`src/rtl/lane_selector_pipe.sv`:
```
// ---------------------------------------------------------------------------
// lane_selector_pipe
//
// Parametrised lane crossbar with a 2-entry output buffer.
//
// Every output lane k picks one LANE_W-bit lane out of any of NUM_SRC source
// words, or zero. The lane is zero when it is disabled or when its source or
// lane index is out of range. The selected word goes into a 2-entry FIFO
// behind a valid/ready handshake. Because of this, a one-cycle downstream
// stall does not back-pressure upstream.
//
// Optional feature (compile-time macro):
//   SEL_RANGE_CHECK_EN - adds the sticky sel_err output. It sets on any
//                        accept where an enabled lane selects an
//                        out-of-range source or lane. It clears only on
//                        reset.
//
// Parameters:
//   DATA_W   width of one source word (multiple of LANE_W)
//   LANE_W   width of one lane
//   NUM_SRC  number of source words (>= 1)
//   NUM_OUT  number of output lanes
//
// Ports:
//   CLK        clock, all state on the rising edge
//   RESET_L    synchronous active-low reset
//   in_valid   upstream transaction present
//   in_ready   buffer has room (from registered state only)
//   in_data    NUM_SRC source words, source s at [s*DATA_W +: DATA_W]
//   sel_lane   per output lane source-lane index, [k*LIDX_W +: LIDX_W]
//   sel_src    per output lane source index, [k*SIDX_W +: SIDX_W]
//   lane_en    per output lane enable, 0 forces the lane to zero
//   out_valid  buffer head valid
//   out_ready  downstream accepts the head
//   out_data   buffer head, lane k at [k*LANE_W +: LANE_W]
//   sel_err    sticky range error (only with SEL_RANGE_CHECK_EN)
// ---------------------------------------------------------------------------
module lane_selector_pipe #(
  parameter  int DATA_W    = 32,
  parameter  int LANE_W    = 4,
  parameter  int NUM_SRC   = 2,
  parameter  int NUM_OUT   = 4,
  localparam int NUM_LANES = DATA_W / LANE_W,
  localparam int LIDX_W    = (NUM_LANES > 1) ? $clog2(NUM_LANES) : 1,
  localparam int SIDX_W    = (NUM_SRC > 1) ? $clog2(NUM_SRC) : 1
) (
  input  logic                        CLK,
  input  logic                        RESET_L,
  input  logic                        in_valid,
  output logic                        in_ready,
  input  logic [NUM_SRC*DATA_W-1:0]   in_data,
  input  logic [NUM_OUT*LIDX_W-1:0]   sel_lane,
  input  logic [NUM_OUT*SIDX_W-1:0]   sel_src,
  input  logic [NUM_OUT-1:0]          lane_en,
  output logic                        out_valid,
  input  logic                        out_ready,
  output logic [NUM_OUT*LANE_W-1:0]   out_data
`ifdef SEL_RANGE_CHECK_EN
  ,
  output logic                        sel_err
`endif
);

  typedef logic [NUM_OUT*LANE_W-1:0] word_t;

  // The buffer occupancy is the only control state, so it is the FSM state.
  typedef enum logic [1:0] {
    OCC_EMPTY = 2'd0,
    OCC_ONE   = 2'd1,
    OCC_FULL  = 2'd2
  } occ_t;

  occ_t  occ_q, occ_d;
  logic  wr_ptr_q, wr_ptr_d;
  logic  rd_ptr_q, rd_ptr_d;
  word_t mem_q [2];
  word_t mem_d [2];
  word_t head_q, head_d;
  word_t sel_word;
  logic  accept;
  logic  pop;

  // -------------------------------------------------------------------------
  // Crossbar: every (source, lane) pair is compared against the request
  // with constant part-selects. An out-of-range index matches no pair and
  // so gives zero without any explicit range test on the data path.
  // -------------------------------------------------------------------------
  always_comb begin
    // NOTE: every variable written in always_comb gets a default first;
    // a path that leaves one unassigned would infer a latch.
    sel_word = '0;
    for (int k = 0; k < NUM_OUT; k++) begin
      for (int s = 0; s < NUM_SRC; s++) begin
        for (int l = 0; l < NUM_LANES; l++) begin
          if (lane_en[k] &&
              (sel_src[k*SIDX_W +: SIDX_W]  == SIDX_W'(s)) &&
              (sel_lane[k*LIDX_W +: LIDX_W] == LIDX_W'(l))) begin
            sel_word[k*LANE_W +: LANE_W] = in_data[s*DATA_W + l*LANE_W +: LANE_W];
          end
        end
      end
    end
  end

  // -------------------------------------------------------------------------
  // Handshake. in_ready depends only on the occupancy register, so there is
  // no combinational path from out_ready back to in_ready.
  // -------------------------------------------------------------------------
  assign in_ready  = (occ_q != OCC_FULL);
  assign out_valid = (occ_q != OCC_EMPTY);
  assign accept    = in_valid & in_ready;
  assign pop       = out_valid & out_ready;

  // -------------------------------------------------------------------------
  // Next-state logic for occupancy, pointers, storage and the head register.
  // -------------------------------------------------------------------------
  always_comb begin
    occ_d    = occ_q;
    wr_ptr_d = wr_ptr_q ^ accept;
    rd_ptr_d = rd_ptr_q ^ pop;
    mem_d    = mem_q;

    unique case (occ_q)
      OCC_EMPTY: if (accept)         occ_d = OCC_ONE;
      OCC_ONE:   if (accept && !pop) occ_d = OCC_FULL;
                 else if (!accept && pop) occ_d = OCC_EMPTY;
      OCC_FULL:  if (pop)            occ_d = OCC_ONE;
      default:                       occ_d = OCC_EMPTY;
    endcase

    if (accept) begin
      mem_d[wr_ptr_q] = sel_word;
    end

    // out_data comes straight from a register. That register is loaded with
    // whatever entry the read pointer will address after this edge. The
    // entry is written only when the buffer is empty, and it is not rewritten
    // while a stalled head is waiting, so out_data holds steady during a stall.
    head_d = mem_d[rd_ptr_d];
  end

  always_ff @(posedge CLK) begin
    // NOTE: sequential state uses non-blocking assignments. Then every
    // register samples the pre-edge values, whatever the statement order.
    if (!RESET_L) begin
      occ_q    <= OCC_EMPTY;
      wr_ptr_q <= 1'b0;
      rd_ptr_q <= 1'b0;
      // NOTE: the two storage entries are cleared on reset. They are tiny,
      // and after reset the head register and every entry must read zero,
      // so nothing stale can reappear.
      mem_q    <= '{default: '0};
      head_q   <= '0;
    end else begin
      occ_q    <= occ_d;
      wr_ptr_q <= wr_ptr_d;
      rd_ptr_q <= rd_ptr_d;
      mem_q    <= mem_d;
      head_q   <= head_d;
    end
  end

  assign out_data = head_q;

`ifdef SEL_RANGE_CHECK_EN
  // -------------------------------------------------------------------------
  // Sticky range check. Only enabled lanes count. A disabled lane with a
  // garbage index is legitimate and outputs zero anyway.
  // -------------------------------------------------------------------------
  logic range_hit;
  logic sel_err_q;

  always_comb begin
    range_hit = 1'b0;
    for (int k = 0; k < NUM_OUT; k++) begin
      if (lane_en[k] &&
          ((int'(sel_src[k*SIDX_W +: SIDX_W])  >= NUM_SRC) ||
           (int'(sel_lane[k*LIDX_W +: LIDX_W]) >= NUM_LANES))) begin
        range_hit = 1'b1;
      end
    end
  end

  always_ff @(posedge CLK) begin
    if (!RESET_L) begin
      sel_err_q <= 1'b0;
    end else if (accept && range_hit) begin
      sel_err_q <= 1'b1;
    end
  end

  assign sel_err = sel_err_q;
`endif

endmodule

```
`config.mk`:
```
export PLATFORM = sky130hd
export DESIGN_NAME = lane_selector_pipe
export DESIGN_NICKNAME = d
export VERILOG_FILES = /design/src/rtl/lane_selector_pipe.sv
export SDC_FILE = /design/constraint.sdc
export NUM_CORES = 1
export LEC_CHECK = 0
export ABC_AREA = 1
export BUFFER_PORTS_ARGS = -buffer_cell sky130_fd_sc_hd__buf_2
export CORE_ASPECT_RATIO = 0.9
export CORE_MARGIN = 3
export CORE_UTILIZATION = 56
export CTS_CLUSTER_DIAMETER = 50
export CTS_CLUSTER_SIZE = 16
export DETAILED_ROUTE_END_ITERATION = 7
export HOLD_SLACK_MARGIN = 0.12
export PLACE_DENSITY = 0.81
export SYNTH_ARGS = -nofsm -noshare
export SYNTH_HDL_FRONTEND = slang
export SYNTH_SLANG_ARGS = --single-unit
```
`constraint.sdc`:
```
create_clock -name CLK -period 2.07 [get_ports CLK]
set_input_delay 0.3105 -clock CLK [delete_from_list [all_inputs] [get_ports CLK]]
set_output_delay 0.3105 -clock CLK [all_outputs]
set_load 0.05 [all_outputs]
```
# == Yosys cells after proc, flatten, opt, wreduce, memory -nomap -nowiden ==
# Cells that the tools add are included.
# op_classes
n_mux,76
bitwise,10
n_lt_le_gt_ge,3
n_reduce_logical,84
n_eq_ne,34
# ops
operator,n
$mux W4,64
$logic_and A1 B1 Y1,75
$mux W16,4
$eq A3 B3 Y1 const B,16
$bwmux W32,1
$mux W32,1
$eq A3 B2 Y1 const B,8
$demux W16 S1,1
$eq A3 B1 Y1 const B,4
$logic_not A3 Y1,4
$mux W2,4
$ne A2 B2 Y1 const B,3
$pmux W2 S3,1
$ge A2 B2 Y1 const B,2
$not A1 Y1,4
$not A1 Y2,2
$ne A3 B3 Y1 const B,1
$reduce_and A3 Y1,1
$and A1 B1 Y1,2
$eq A2 B1 Y1 const B,1
$eq A2 B2 Y1 const B,1
$logic_not A1 Y1,2
$logic_not A2 Y1,1
$lt A2 B1 Y1 const B,1
other kinds (2),3
# totals
regBits,52
wordCells,213
input_bits,88
out_inout_bits,18

# == Depth between registers and ports, before layout ==
# logic_depth
word_depth,24
depth_mapped,16
depth_no_buf,16

# == Worst setup path before layout ==
# Ideal clock, no wire load.
# synth_timing
path_kind,register -> register
startpoint,register occ_q[0]
endpoint,register occ_q[0]
path_stages_with_launch,10
path_buffers,0
setup_ns,0.070
period_less_slack_ns,1.819
t_required_ns,2.000
arrival_time_ns,1.750
slack_ns,0.251
path_cell_list,dfxtp_1 nor2_1 inv_1 nand2_1 ha_1 nand3_1 o21ai_0 a31oi_1 nand2_1 a21oi_1
# synth_via
elab_chain_len,6
word_cells_on_any_way,17
# synth_lines
element,line,rtl
"start, declared",73,"occ_t occ_q, occ_d;"
"start signal, assigned",146,occ_q <= OCC_EMPTY;
"start signal, assigned",155,occ_q <= occ_d;
$reduce_bool A2 Y1 (*),110,assign out_valid = (occ_q != OCC_EMPTY);
named net out_valid,55,"output logic out_valid,"
$and A1 B1 Y1 (*),112,assign pop = out_valid & out_ready;
$logic_not A1 Y1,125,OCC_ONE: if (accept && !pop) occ_d = OCC_FULL;
$logic_and A1 B1 Y1,125,
$ne A3 B3 Y1 (no source line) or $mux W2 (tied branches),-,
$reduce_and A3 Y1 (no source line) or $pmux W2 S3 (tied branches),-,
# Mark *: on every way through the listed nets, which the timed path passes. The rest lies on a longest branch.
# A chain may end at the register's enable or synchronous reset.

# == Worst setup path after layout ==
# layout_timing
startpoint,input lane_en[0]
endpoint,register head_q[1] (netlist: out_data[1])
# layout_via
elab_chain_len,23
word_cells_on_any_way,39
# layout_lines
element,line,rtl
"start, declared",54,"input logic [NUM_OUT-1:0] lane_en,"
$logic_and A1 B1 Y1,95,if (lane_en[k] &&
$logic_and A1 B1 Y1,96,(sel_src[k*SIDX_W +: SIDX_W] == SIDX_W'(s)) &&
$mux W4 (15 in a row),95,
$mux W4 (*),95,
$bwmux W32 (*),132,mem_d[wr_ptr_q] = sel_word;
$mux W32 (*),131,if (accept) begin
$mux W16 (implied by the code) (*) (3 in a row),139,head_d = mem_d[rd_ptr_d];
"end signal, assigned",153,head_q <= '0;
"end signal, assigned",159,head_q <= head_d;
"end, declared",78,"word_t head_q, head_d;"
# Mark *: on every way between the ends. The rest lies on a longest branch, timed or not. The select of a mux whose other input is x is not followed.

==> out/results.ini <==
[outcome]
status=finished, final reports clean

[cells_and_area]
diodes=0
drive_above_1_share_pct=20.39
area_delta_synth_final_pct=16.60
nFillCells=804
final_nets=1074
fin_util_pct=68.31

[logic_synthesis]
synth_ff_type=dfxtp_1
netlist_area_um2=4795
yosys-top-cells-area=nand2_1 22%, dfxtp_1 22%, nand3_1 10%
ys_warn_count=0
synth_top_family_by_area=simple AND/OR/NAND/NOR gates
synth_nets=963
synthXorXnorAreaFrac_pct=0.1827
synth.most_common_cell=nand2_1
synthAdderAreaFrac_pct=0.2610
synth_mux_area_share_pct=0
synth_largest_area_cell=nand2_1
synth_common_cells=278 x nand2_1, 100 x nor2_1, 98 x inv_1, 97 x nand3_1, 76 x nand4_1
async_flop_share_pct=0
yosysSeqAreaShare_pct=21.71
synth-seq-cells=52
syn_avg_cell_area_um2=5.486
yosysTopAreaCellShare_pct=21.76
postSynthCellCount=874
synth-compound-area-share_pct=7.150
synthSimpleGateAreaFrac_pct=59.63
synth_edf_count=0
ys_types=31

[clock_network]
cts_htree_levels=2
cts_resized=0
tritoncts=done
cts_num_sinks=52
cts_hold_buf=0
root_buffer=clkbuf_8
worstSkewPairLatency_ns=0.30
cts_buffers=5
clk_path_buf_depth=2
clkTransAtPathRegs_ns=0.09
cts_setup_buffers=0

[placement]
dp_hpwl_um=13670
place_ws_ns=0.03705
port_buffers=105
gp_congestion=1.074

[floorplanning]
start_util_pct=58.58
num_rows=31
core_area_um2=8184
ioPinCount=106
die-area_um2=9710
die_y_um=93.78
die_x_um=103.5

[sta]
fin_crit_ns=1.784
rsz0062_at_grt=false
fmax_ghz=0.5606
setup-violations-final=0
setup_ws_ns=0.2862
finalSetupTns_ns=0
skew_ns=0.007596
tightest_slew_ns=0.6193
slew_headroom_pct=58.56
finalHoldViolCount=0
timing.final.crit_share_pct=86.17
final_max_slew_viol_count=0

[global_route]
grt_pass1_vias=5230
grt_overflow=0
antenna_found_initial=0
grtUsageTotal_pct=34.32
grt_max_degree=33
grt_pass1_wl_um=26790

[worst_hold_path]
min_path_type=in -> reg

[setup_path]
crit_arrival_ns=2.03
cp_max_fo=11
critPathRequiredTime_ns=2.31
endpoint_kind=flip-flop
critPathKind=in -> reg
startpoint_type=input port

[detailed_routing]
num_vias=6174
first_pass_iters=5
drc=0
vias_per_cell=5.608
drt-total-wl_um=17100
drt_iter0_markers=376
ant_nets=0
avgRoutedWirePerCell_um=15.53

[pwr]
max-vdd-ir-drop_mv=0.6526
p_total_uw=3980
p_per_area_nw_per_um2=712.0
p_leak_uw=0.002784

[run]
max-cap-violations=0

-- through the flow --
| stage | hold WS (ns) | cells | cell area, um2 |
|---|---|---|---|
| 4_1_cts | 0.2629 | 1101 | 5590 |
| 3_5_place_dp | 0.5215 | 1093 | 5497 |
| 2_1_floorplan | 0.4462 | 874 | 4795 |
| 3_3_place_gp | 0.5245 | 1093 | 5497 |
| 5_1_grt | 0.2635 | 1101 | 5590 |
| 6_report | 0.2601 | 1101 | 5590 |
-- final timing paths --
check                                            from                      to  slack [ns]  cells after the start
worst max-delay path                       lane_en[0]  out_data[1]$_SDFF_PN0_        0.29                     15
worst max register to register  occ_q[0]$_SDFFE_PN0P_   occ_q[0]$_SDFFE_PN0P_        0.40                     10
worst min register to register  occ_q[0]$_SDFFE_PN0P_   occ_q[1]$_SDFFE_PN0P_        0.54                      2
worst min-delay path                          RESET_L     wr_ptr_q$_SDFF_PN0_        0.26                      3
-- sequential cells by signal, summed over array words and instances, names as in the netlist --
register	count
out_data	16
mem_q	32
occ_q	2
wr_ptr_q	1
rd_ptr_q	1
-- power by group --
| part | switching, uW | internal [uW] | leakage [uW] |
|---|---|---|---|
| registers | 71.5 | 1250 | 0.000428 |
| clock network | 327 | 272 | 0.0000445 |
| logic | 1440 | 612 | 0.00231 |
-- routing by layer --
layer	routed length (um)	GRT usage [%]	up-vias
li1	-	-	3070
met2	7076	50.33	360
met1	7554	50.57	2709
met3	2206	9.210	35
met4	263	6.423	0
met5	0	0	-
-- critical path: stages --
cell and delay, ns:
buf_2 0.10, inv_1 0.04, nor2_1 0.47, nand3_1 0.21, o21ai_1 0.17, inv_1 0.05
nand3_1 0.08, nand2_1 0.06, nand4_1 0.09, nand2_1 0.06, nand4_1 0.08, nand2_1 0.07
nand4_1 0.09, nand3_1 0.07, nand2_1 0.08
-- cell families (layout without fill, tap and decap cells) --
kind of cell,after synthesis,in the layout
xor gates and xnor gates,1,1
adders and majority gates,1,1
DFF,52,52
buffers and inverters,132,244
and+or+nand+nor,621,621
AOI/OAI and AO/OA,67,67
-- layout make-up --
cell class | instances | area, um2 | area share, %
Tap cell | 115 | 143.9 | 2.574
Multi-Input combinational cell | 690 | 3223 | 57.65
Clock buffer | 7 | 86.33 | 1.544
Timing Repair Buffer | 124 | 668.1 | 11.95
Sequential cell | 52 | 1041 | 18.62
Inverter | 112 | 420.4 | 7.520
Clock inverter | 1 | 7.507 | 0.1343
-- placed cells by master, fill, tap and decap left out, types with 10 or more instances in the layout --
cell type,n
nand2_1,278
buf_2,105
nor2_1,100
inv_1,98
nand3_1,97
nand4_1,76
dfxtp_1,52
a21oi_1,43
or2_2,32
buf_4,19
nor2_2,16
inv_2,12
o21ai_0,11
o21ai_1,10
No activity file was read; power rests on OpenSTA's default activity.
